===== config.mk =====
export PLATFORM = sky130hd
export DESIGN_NAME = if_fetch_unit
export DESIGN_NICKNAME = d
export VERILOG_FILES = /design/src/rtl/riscv_pkg.sv /design/src/rtl/if_id_reg.sv /design/src/rtl/if_fetch_unit.sv
export SDC_FILE = /design/constraint.sdc
export NUM_CORES = 1
export LEC_CHECK = 0
export BUFFER_PORTS_ARGS = -buffer_cell sky130_fd_sc_hd__buf_2
export CAP_MARGIN = 20
export CELL_PAD_IN_SITES_DETAIL_PLACEMENT = 1
export CELL_PAD_IN_SITES_GLOBAL_PLACEMENT = 2
export CORE_MARGIN = 3
export CORE_UTILIZATION = 35
export CTS_CLUSTER_DIAMETER = 50
export DETAILED_ROUTE_END_ITERATION = 10
export PLACE_DENSITY_LB_ADDON = 0.12
export SLEW_MARGIN = 20
export SYNTH_ARGS = -nofsm -noshare
export SYNTH_HDL_FRONTEND = slang
export SYNTH_HIERARCHICAL = 1
export SYNTH_SLANG_ARGS = --single-unit

===== constraint.sdc =====
create_clock -name clk -period 4.4 [get_ports clk]
set_input_delay 0.88 -clock clk [delete_from_list [all_inputs] [get_ports clk]]
set_output_delay 0.88 -clock clk [all_outputs]
set_load 0.1 [all_outputs]

===== src/rtl/riscv_pkg.sv =====
// ----------------------------------------------------------------------------
// riscv_pkg
//   Shared definitions for the RV32I pipeline front end.
//   - RESET_PC_DEF / NOP_INST_DEF : default first fetch address and bubble word
//   - fetch_state_e               : instruction-fetch control states
//   - if_id_t                     : IF/ID pipeline bundle, also used by decode
//   - if_id_bubble()              : builds the canonical bubble bundle
// ----------------------------------------------------------------------------
package riscv_pkg;

    localparam logic [31:0] RESET_PC_DEF = 32'h0000_0004;
    localparam logic [31:0] NOP_INST_DEF = 32'h0000_0013;  // ADDI x0,x0,0

    typedef enum logic [1:0] {
        S_BOOT = 2'd0,
        S_RUN  = 2'd1,
        S_HALT = 2'd2
    } fetch_state_e;

    typedef struct packed {
        logic        valid;
        logic [31:0] pc;
        logic [31:0] pc4;
        logic [31:0] inst;
    } if_id_t;

    function automatic if_id_t if_id_bubble(input logic [31:0] nop_inst);
        if_id_t b;
        b.valid = 1'b0;
        b.pc    = 32'h0;
        b.pc4   = 32'h0;
        b.inst  = nop_inst;
        return b;
    endfunction

endpackage


===== src/rtl/if_id_reg.sv =====
// ----------------------------------------------------------------------------
// if_id_reg
//   IF/ID pipeline register with bubble, load and hold controls.
//   Ports:
//     clk, rst_n  : clock, asynchronous active-low reset (resets to bubble)
//     bubble_i    : load the bubble bundle (highest priority)
//     load_i      : load d_i
//     d_i         : incoming fetch bundle
//     q_o         : registered IF/ID bundle
//   With neither control asserted the register holds.
// ----------------------------------------------------------------------------
module if_id_reg
    import riscv_pkg::*;
#(
    parameter logic [31:0] NOP_INST = NOP_INST_DEF
) (
    input  logic   clk,
    input  logic   rst_n,
    input  logic   bubble_i,
    input  logic   load_i,
    input  if_id_t d_i,
    output if_id_t q_o
);

    if_id_t q_q;

    // NOTE: sequential state is written with non-blocking assignments so every
    // flop samples pre-edge values regardless of process evaluation order.
    always_ff @(posedge clk or negedge rst_n) begin
        if (!rst_n) begin
            q_q <= if_id_bubble(NOP_INST);
        end else if (bubble_i) begin
            q_q <= if_id_bubble(NOP_INST);
        end else if (load_i) begin
            q_q <= d_i;
        end
    end

    assign q_o = q_q;

endmodule


===== src/rtl/if_fetch_unit.sv =====
// ----------------------------------------------------------------------------
// if_fetch_unit
//   Instruction-fetch stage of the 5-stage RV32I pipeline. Owns the PC, drives
//   the combinational instruction-memory address and fills IF/ID.
//   Ports:
//     clk, rst_n          : clock, asynchronous active-low reset
//     stall               : hazard unit hold of PC and IF/ID
//     redirect_valid/_pc  : EX-stage taken control transfer and its target
//     imem_addr/imem_inst : instruction memory address (= PC) / returned word
//     if_id_*             : IF/ID register contents
//     fetch_err/_pc       : sticky misaligned-redirect trap and its target
//     fetch_cnt           : instructions loaded valid into IF/ID (wraps)
// ----------------------------------------------------------------------------
module if_fetch_unit
    import riscv_pkg::*;
#(
    parameter logic [31:0] RESET_PC = RESET_PC_DEF,
    parameter logic [31:0] NOP_INST = NOP_INST_DEF,
    parameter int unsigned CNT_W    = 32
) (
    input  logic             clk,
    input  logic             rst_n,
    input  logic             stall,
    input  logic             redirect_valid,
    input  logic [31:0]      redirect_pc,
    output logic [31:0]      imem_addr,
    input  logic [31:0]      imem_inst,
    output logic             if_id_valid,
    output logic [31:0]      if_id_pc,
    output logic [31:0]      if_id_pc4,
    output logic [31:0]      if_id_inst,
    output logic             fetch_err,
    output logic [31:0]      fetch_err_pc,
    output logic [CNT_W-1:0] fetch_cnt
);

    fetch_state_e     state_q, state_d;
    logic [31:0]      pc_q, pc_d;
    logic             err_q;
    logic [31:0]      err_pc_q;
    logic [CNT_W-1:0] cnt_q;

    logic             redir_bad;
    logic             load, bubble, err_set, cnt_inc;
    logic [31:0]      pc_plus4;
    if_id_t           if_id_d, if_id_q;

    // Only aligned targets are ever loaded, so pc stays word aligned.
    assign redir_bad = redirect_valid && (redirect_pc[1:0] != 2'b00);
    assign pc_plus4  = pc_q + 32'd4;  // modulo 2^32

    // State register
    always_ff @(posedge clk or negedge rst_n) begin
        if (!rst_n) state_q <= S_BOOT;
        else        state_q <= state_d;
    end

    // Next-state logic
    // NOTE: every combinational output gets a default first, so no path
    // through the case leaves it unassigned and infers a latch.
    always_comb begin
        state_d = state_q;
        case (state_q)
            S_BOOT:  state_d = S_RUN;
            S_RUN:   if (redir_bad) state_d = S_HALT;
            S_HALT:  state_d = S_HALT;
            default: state_d = S_HALT;
        endcase
    end

    // Output / datapath control
    always_comb begin
        load    = 1'b0;
        bubble  = 1'b0;
        err_set = 1'b0;
        cnt_inc = 1'b0;
        pc_d    = pc_q;
        case (state_q)
            S_RUN: begin
                if (redir_bad) begin
                    err_set = 1'b1;
                    bubble  = 1'b1;
                end else if (redirect_valid) begin
                    // Redirect flushes the wrong-path fetch and beats stall.
                    pc_d   = redirect_pc;
                    bubble = 1'b1;
                end else if (!stall) begin
                    load    = 1'b1;
                    cnt_inc = 1'b1;
                    pc_d    = pc_plus4;
                end
            end
            default: bubble = 1'b1;  // S_BOOT, S_HALT
        endcase
    end

    always_ff @(posedge clk or negedge rst_n) begin
        if (!rst_n) begin
            pc_q     <= RESET_PC;
            err_q    <= 1'b0;
            err_pc_q <= 32'h0;
            cnt_q    <= '0;
        end else begin
            pc_q <= pc_d;
            if (err_set) begin
                err_q    <= 1'b1;
                err_pc_q <= redirect_pc;
            end
            if (cnt_inc) cnt_q <= cnt_q + 1'b1;
        end
    end

    always_comb begin
        if_id_d.valid = 1'b1;
        if_id_d.pc    = pc_q;
        if_id_d.pc4   = pc_plus4;
        if_id_d.inst  = imem_inst;
    end

    if_id_reg #(.NOP_INST(NOP_INST)) u_if_id_reg (
        .clk      (clk),
        .rst_n    (rst_n),
        .bubble_i (bubble),
        .load_i   (load),
        .d_i      (if_id_d),
        .q_o      (if_id_q)
    );

    assign imem_addr    = pc_q;
    assign if_id_valid  = if_id_q.valid;
    assign if_id_pc     = if_id_q.pc;
    assign if_id_pc4    = if_id_q.pc4;
    assign if_id_inst   = if_id_q.inst;
    assign fetch_err    = err_q;
    assign fetch_err_pc = err_pc_q;
    assign fetch_cnt    = cnt_q;

endmodule


Word-level counts from Yosys, hierarchy flattened
Cells that the tools add are included.

storage, ports and cells
  input port bits = 68
  logic and storage cells = 35
  memory bits (writable) = 0
  flip-flop bits (word level) = 196
  output and inout port bits = 194
  ROM bits = 0
  memories = 0
  latch bits = 0

operators by class
  multipliers = 0
  bitwise gates (word level) = 1
  equality and inequality tests = 3
  add/subtract/negate cells = 2
  mux-type cells = 15
  reduce and logical (&&, ||, !) cells = 5
  div/mod/pow operators = 0
  shifts and indexed selects = 0
  magnitude comparators = 0

operator list
  operator                 count
  $mux W97                 2
  $mux W32                 2
  $add A32 B1 Y32 const B  1
  $add A32 B3 Y32 const B  1
  $mux W1                  9
  $pmux W2 S2              1
  $reduce_bool A2 Y1       2
  $reduce_and A3 Y1        1
  $eq A2 B1 Y1 const B     1
  $logic_not A2 Y1         1
  $mux W2                  1
  $ne A2 B1 Y1 const B     1
  $ne A2 B2 Y1 const B     1
  $logic_and A1 B1 Y1      1
  $not A1 Y1               1

Logic depth before layout (Yosys ltp)
  depth after elaboration = 6
  gate-level depth with buffers = 9
  gate-level depth less buffers = 7

Modules after synthesis
The synthesis kept the hierarchy.

modules (own cells, without submodules)
  module         area an instance (sq um)  cells an instance  times used  sequential area each (sq um)
  if_fetch_unit  5405.2                    545                1           2478.6
  if_id_reg      3940.0                    313                1           2431.1

Worst setup path before layout
OpenSTA, ideal clock, no wires.

  path type = reg-to-reg
  start point = register pc_q[5], in the netlist imem_addr[5]
  end point = register u_if_id_reg.q_q, in the netlist u_if_id_reg/q_o[59]
  data required time = 4.268 ns
  stages on the path, launching flop included = 8
  library setup time = 0.132 ns
  clock period less this slack = 2.808 ns
  slack = 1.592 ns
  arrival = 2.676 ns
  path buffers = 1
  path through = dfrtp_1 -> clkbuf_2 -> nand3_1 -> or4_1 -> or3_1 -> xnor2_1 -> mux2i_1 -> nor2_1

on the way
  word-level cells in the longest chain between the ends = 3

RTL lines
  item                    line                  RTL
  from (decl)             if_fetch_unit.sv:38   logic [31:0] pc_q, pc_d;
  from (signal assigned)  if_fetch_unit.sv:104  pc_q <= pc_d;
  $add A32 B3 Y32         if_fetch_unit.sv:50   assign pc_plus4 = pc_q + 32'd4;
  named net pc_plus4[27]  if_fetch_unit.sv:45   logic [31:0] pc_plus4;
  $mux W97                if_id_reg.sv:34       end else if (load_i) begin
  $mux W97                if_id_reg.sv:32       end else if (bubble_i) begin
  to (signal assigned)    if_id_reg.sv:31       q_q <= if_id_bubble(NOP_INST);
  to (signal assigned)    if_id_reg.sv:33       q_q <= if_id_bubble(NOP_INST);
  to (signal assigned)    if_id_reg.sv:35       q_q <= d_i;
  to (decl)               if_id_reg.sv:25       if_id_t q_q;

The timed path passes the listed nets, and every way through them passes these cells. The select of a mux whose other input is x is not followed.
A chain may end at the register's enable or synchronous reset.

Final worst setup path
  start point = input redirect_valid
  end point = register cnt_q[30], in the netlist fetch_cnt[30]

on the way
  word-level cells in the longest chain between the ends = 3
  elaborated cells on any way between the ends = 4
  classes of those cells = 3 x mux; 1 x reduce/logical

RTL lines
  item                                                   line                                      RTL
  from (decl)                                            if_fetch_unit.sv:24                       input logic redirect_valid,
  $mux W1 / $logic_and A1 B1 Y1 (equally long branches)  if_fetch_unit.sv:83, if_fetch_unit.sv:49
  $mux W1 *                                              if_fetch_unit.sv:80                       if (redir_bad) begin
  $mux W1 *                                              if_fetch_unit.sv:78                       case (state_q)
  to (signal assigned)                                   if_fetch_unit.sv:109                      if (cnt_inc) cnt_q <= cnt_q + 1'b1;
  to (decl)                                              if_fetch_unit.sv:41                       logic [CNT_W-1:0] cnt_q;

Every way passes the cells marked *; elsewhere a longest branch is shown, timed or not.

==> run summary <==
H-Tree Depth: 4
Setup TNS: 0 ns
CP max FO: 19
Reg-to-reg critical path endpoint: u_if_id_reg/q_o[59]$_DFFE_PN0P_
GRT met3 Usage: 0.0431
DP HPWL: 19900 microns
Vias/cell: 5.16
RSZ-0062 raised after global routing: false
Worst Hold Margin: 0.427 ns
Number of synthesized flops with an enable pin: 0
Remaining Overflow, GRT: 0
DRC viols: 0
Slew headroom: 0.295
Post-Syn Instances: 858
Synth top cells by count: dfrtp_1, nor2_1, mux2i_1
Met1 Usage GRT: 0.264
Worst Skew: 0.0167 ns
Total number of vias: 7447
Finish-stage setup viols: 0
Synth unique cells: 58
Die H: 169 microns
Synth Cell Area: 9350 sq um
Peak supply drop: 0.539 mV
Async S/R FF share, synth: 1.00
Syn Area/Cell: 10.9 sq um
CTS tree: yes
I/O Pins: 262
Maxcap violations: 0
Die area: 28700 sq um
Worst EP arrival: 3.11 ns
Top-count cell post-synth: dfrtp_1
Worst setup path start: redirect_valid
R2R Path Start: imem_addr[6]$_DFFE_PN0P_
Worst Max-Slew Pin Slew: 1.05 ns
Reg clk slew, reported paths: 0.08 ns
Sequential area share after synthesis: 0.525
CTS root buf: clkbuf_16
P_leak: 5.22 nW
Chip Width: 169 microns
Status: finished clean
Area contributors post-synth: dfrtp_1, mux2i_1, nor2_1, xnor2_1, mux2_2
Worst Path Required: 4.71 ns
Largest net degree at the start of global routing: 85
Worst-skew pair later-pin latency: 0.44 ns
Fmax: 358 MHz
Final Hold Fails: 0
Row cnt: 59
# hold bufs at CTS: 0
Maximum root-to-sink buffer count: 2
Post-synth top area cell: dfrtp_1
Post-route ant nets: 0
DP Worst Slack: 1.18 ns
Post-synth top area share: 0.514
Post-synth top flop: dfrtp_1
Crit path time final: 2.79 ns
CP endpoint kind: flop
ANT cells: 0
TritonCTS Buffers: 17
Drt pass-1 iters: 5
Met2 Use GR: 0.338
Core Box Area: 26100 sq um
FF-to-FF path depth: 6
GRT busiest layer: met2
Final worst-path cycle share: 0.634
Wirelength per Cell: 19.8 microns
Postcts setup bufs: 0
CTS Sinks: 196
Final GP Congestion: 0.750
Drt first-iter violations: 403
All-Layer GR Usage: 0.198
Final worst slack: 1.61 ns
Area delta synth->final: 22.7%
CP Launch Type: input pin
Starting Density: 0.358
PD cells: 515 nW/um^2
Reg2reg setup slack: 1.64 ns
Initial antenna violation count: 1
Vias in the first global route: 7579
Worst Hold Class: input pin to async pin
Layout cell share with drive strength beyond 1: 0.324
Nets@finish: 1165
Syn. warnings: 6
Synth Net Count: 928
Post-synthesis register bit count: 196
Drt total wl: 28600 microns
CP Class: input pin to flop
Final Max Tran Viols: 0
Design Power: 5.91 mW
Resized cells post-CTS: 0
IO buf count: 261
First-pass GRT wire length: 45000 microns
## critical path: stages
cell     delay [ns]
buf_2          0.21
or4b_4         0.71
nor4_4         0.86
nand4_1        0.23
xnor2_1        0.20
## metrics by stage
| stage | area [sq um] | cells | utilization |
|---|---|---|---|
| after floorplan | 9350 | 858 | - |
| after global placement | 10900 | 1411 | 0.418 |
| after detailed placement | 10900 | 1411 | 0.418 |
| after CTS | 11500 | 1443 | 0.439 |
| after global routing | 11500 | 1443 | 0.439 |
| final | 11500 | 1443 | 0.439 |
## registers in the layout, summed over array words and instances, names as in the netlist
register	count
fetch_cnt	32
fetch_err	1
fetch_err_pc	32
imem_addr	32
state_q	2
u_if_id_reg/q_o	97
## how the worst max path moves through the flow
stage	to	slack, ns	cells past startpoint
after global routing	u_if_id_reg/q_o[56]$_DFFE_PN0P_	1.34	6
after CTS	u_if_id_reg/q_o[56]$_DFFE_PN0P_	1.62	6
final	fetch_cnt[30]$_DFFE_PN0P_	1.61	5
after floorplan	u_if_id_reg/q_o[59]$_DFFE_PN0P_	1.59	7
after detailed placement	fetch_cnt[30]$_DFFE_PN0P_	1.18	5
after global placement	fetch_cnt[29]$_DFFE_PN0P_	1.22	5
## cell families after synthesis
family | after synthesis | synth area share
and+or+nand+nor | 315 | 0.171
DFF | 196 | 0.525
muxes | 125 | 0.138
buffers and inverters | 82 | 0.0465
AOI/OAI and AO/OA | 78 | 0.0609
xor gates and xnor gates | 59 | 0.0553
adders and majority gates | 2 | 0.00268
other | 1 | 0.000401
## metal layers
metal  part of all wire  routed length (microns)  up-vias
met5            0.00032                        9        -
met4             0.0090                      256        2
li1                   -                        -     3509
met1               0.45                    12900     3742
met3              0.042                     1210       16
met2               0.50                    14200      178
## where the power goes
| part | internal (mW) | switching (mW) |
|---|---|---|
| Clock | 0.762 | 0.772 |
| Sequential | 2.00 | 0.225 |
| Combinational | 0.360 | 1.79 |
| Total | 3.12 | 2.78 |
## placed cells by master, fill, tap and decap left out, types with 11 or more instances in the layout
master     instances
buf_2            260
dfrtp_1          192
nor2_1           126
mux2i_1           95
xnor2_1           48
nand4_1           43
nand2_1           36
nand3_1           33
mux2_2            30
inv_1             19
clkbuf_16         17
buf_4             17
o21ai_0           16
nor3_1            14
nor4_1            14
xor2_1            11
## layout make-up
type	count	area (sq um)
Clock buffer	19	443
Tap cell	335	419
Multi-Input combinational cell	580	4020
Sequential cell	196	4910
Clock inverter	13	114
Inverter	20	80.1
Timing Repair Buffer	280	1480
Fill cell	2979	14700
Note: power is estimated with default switching activity, not from simulation.
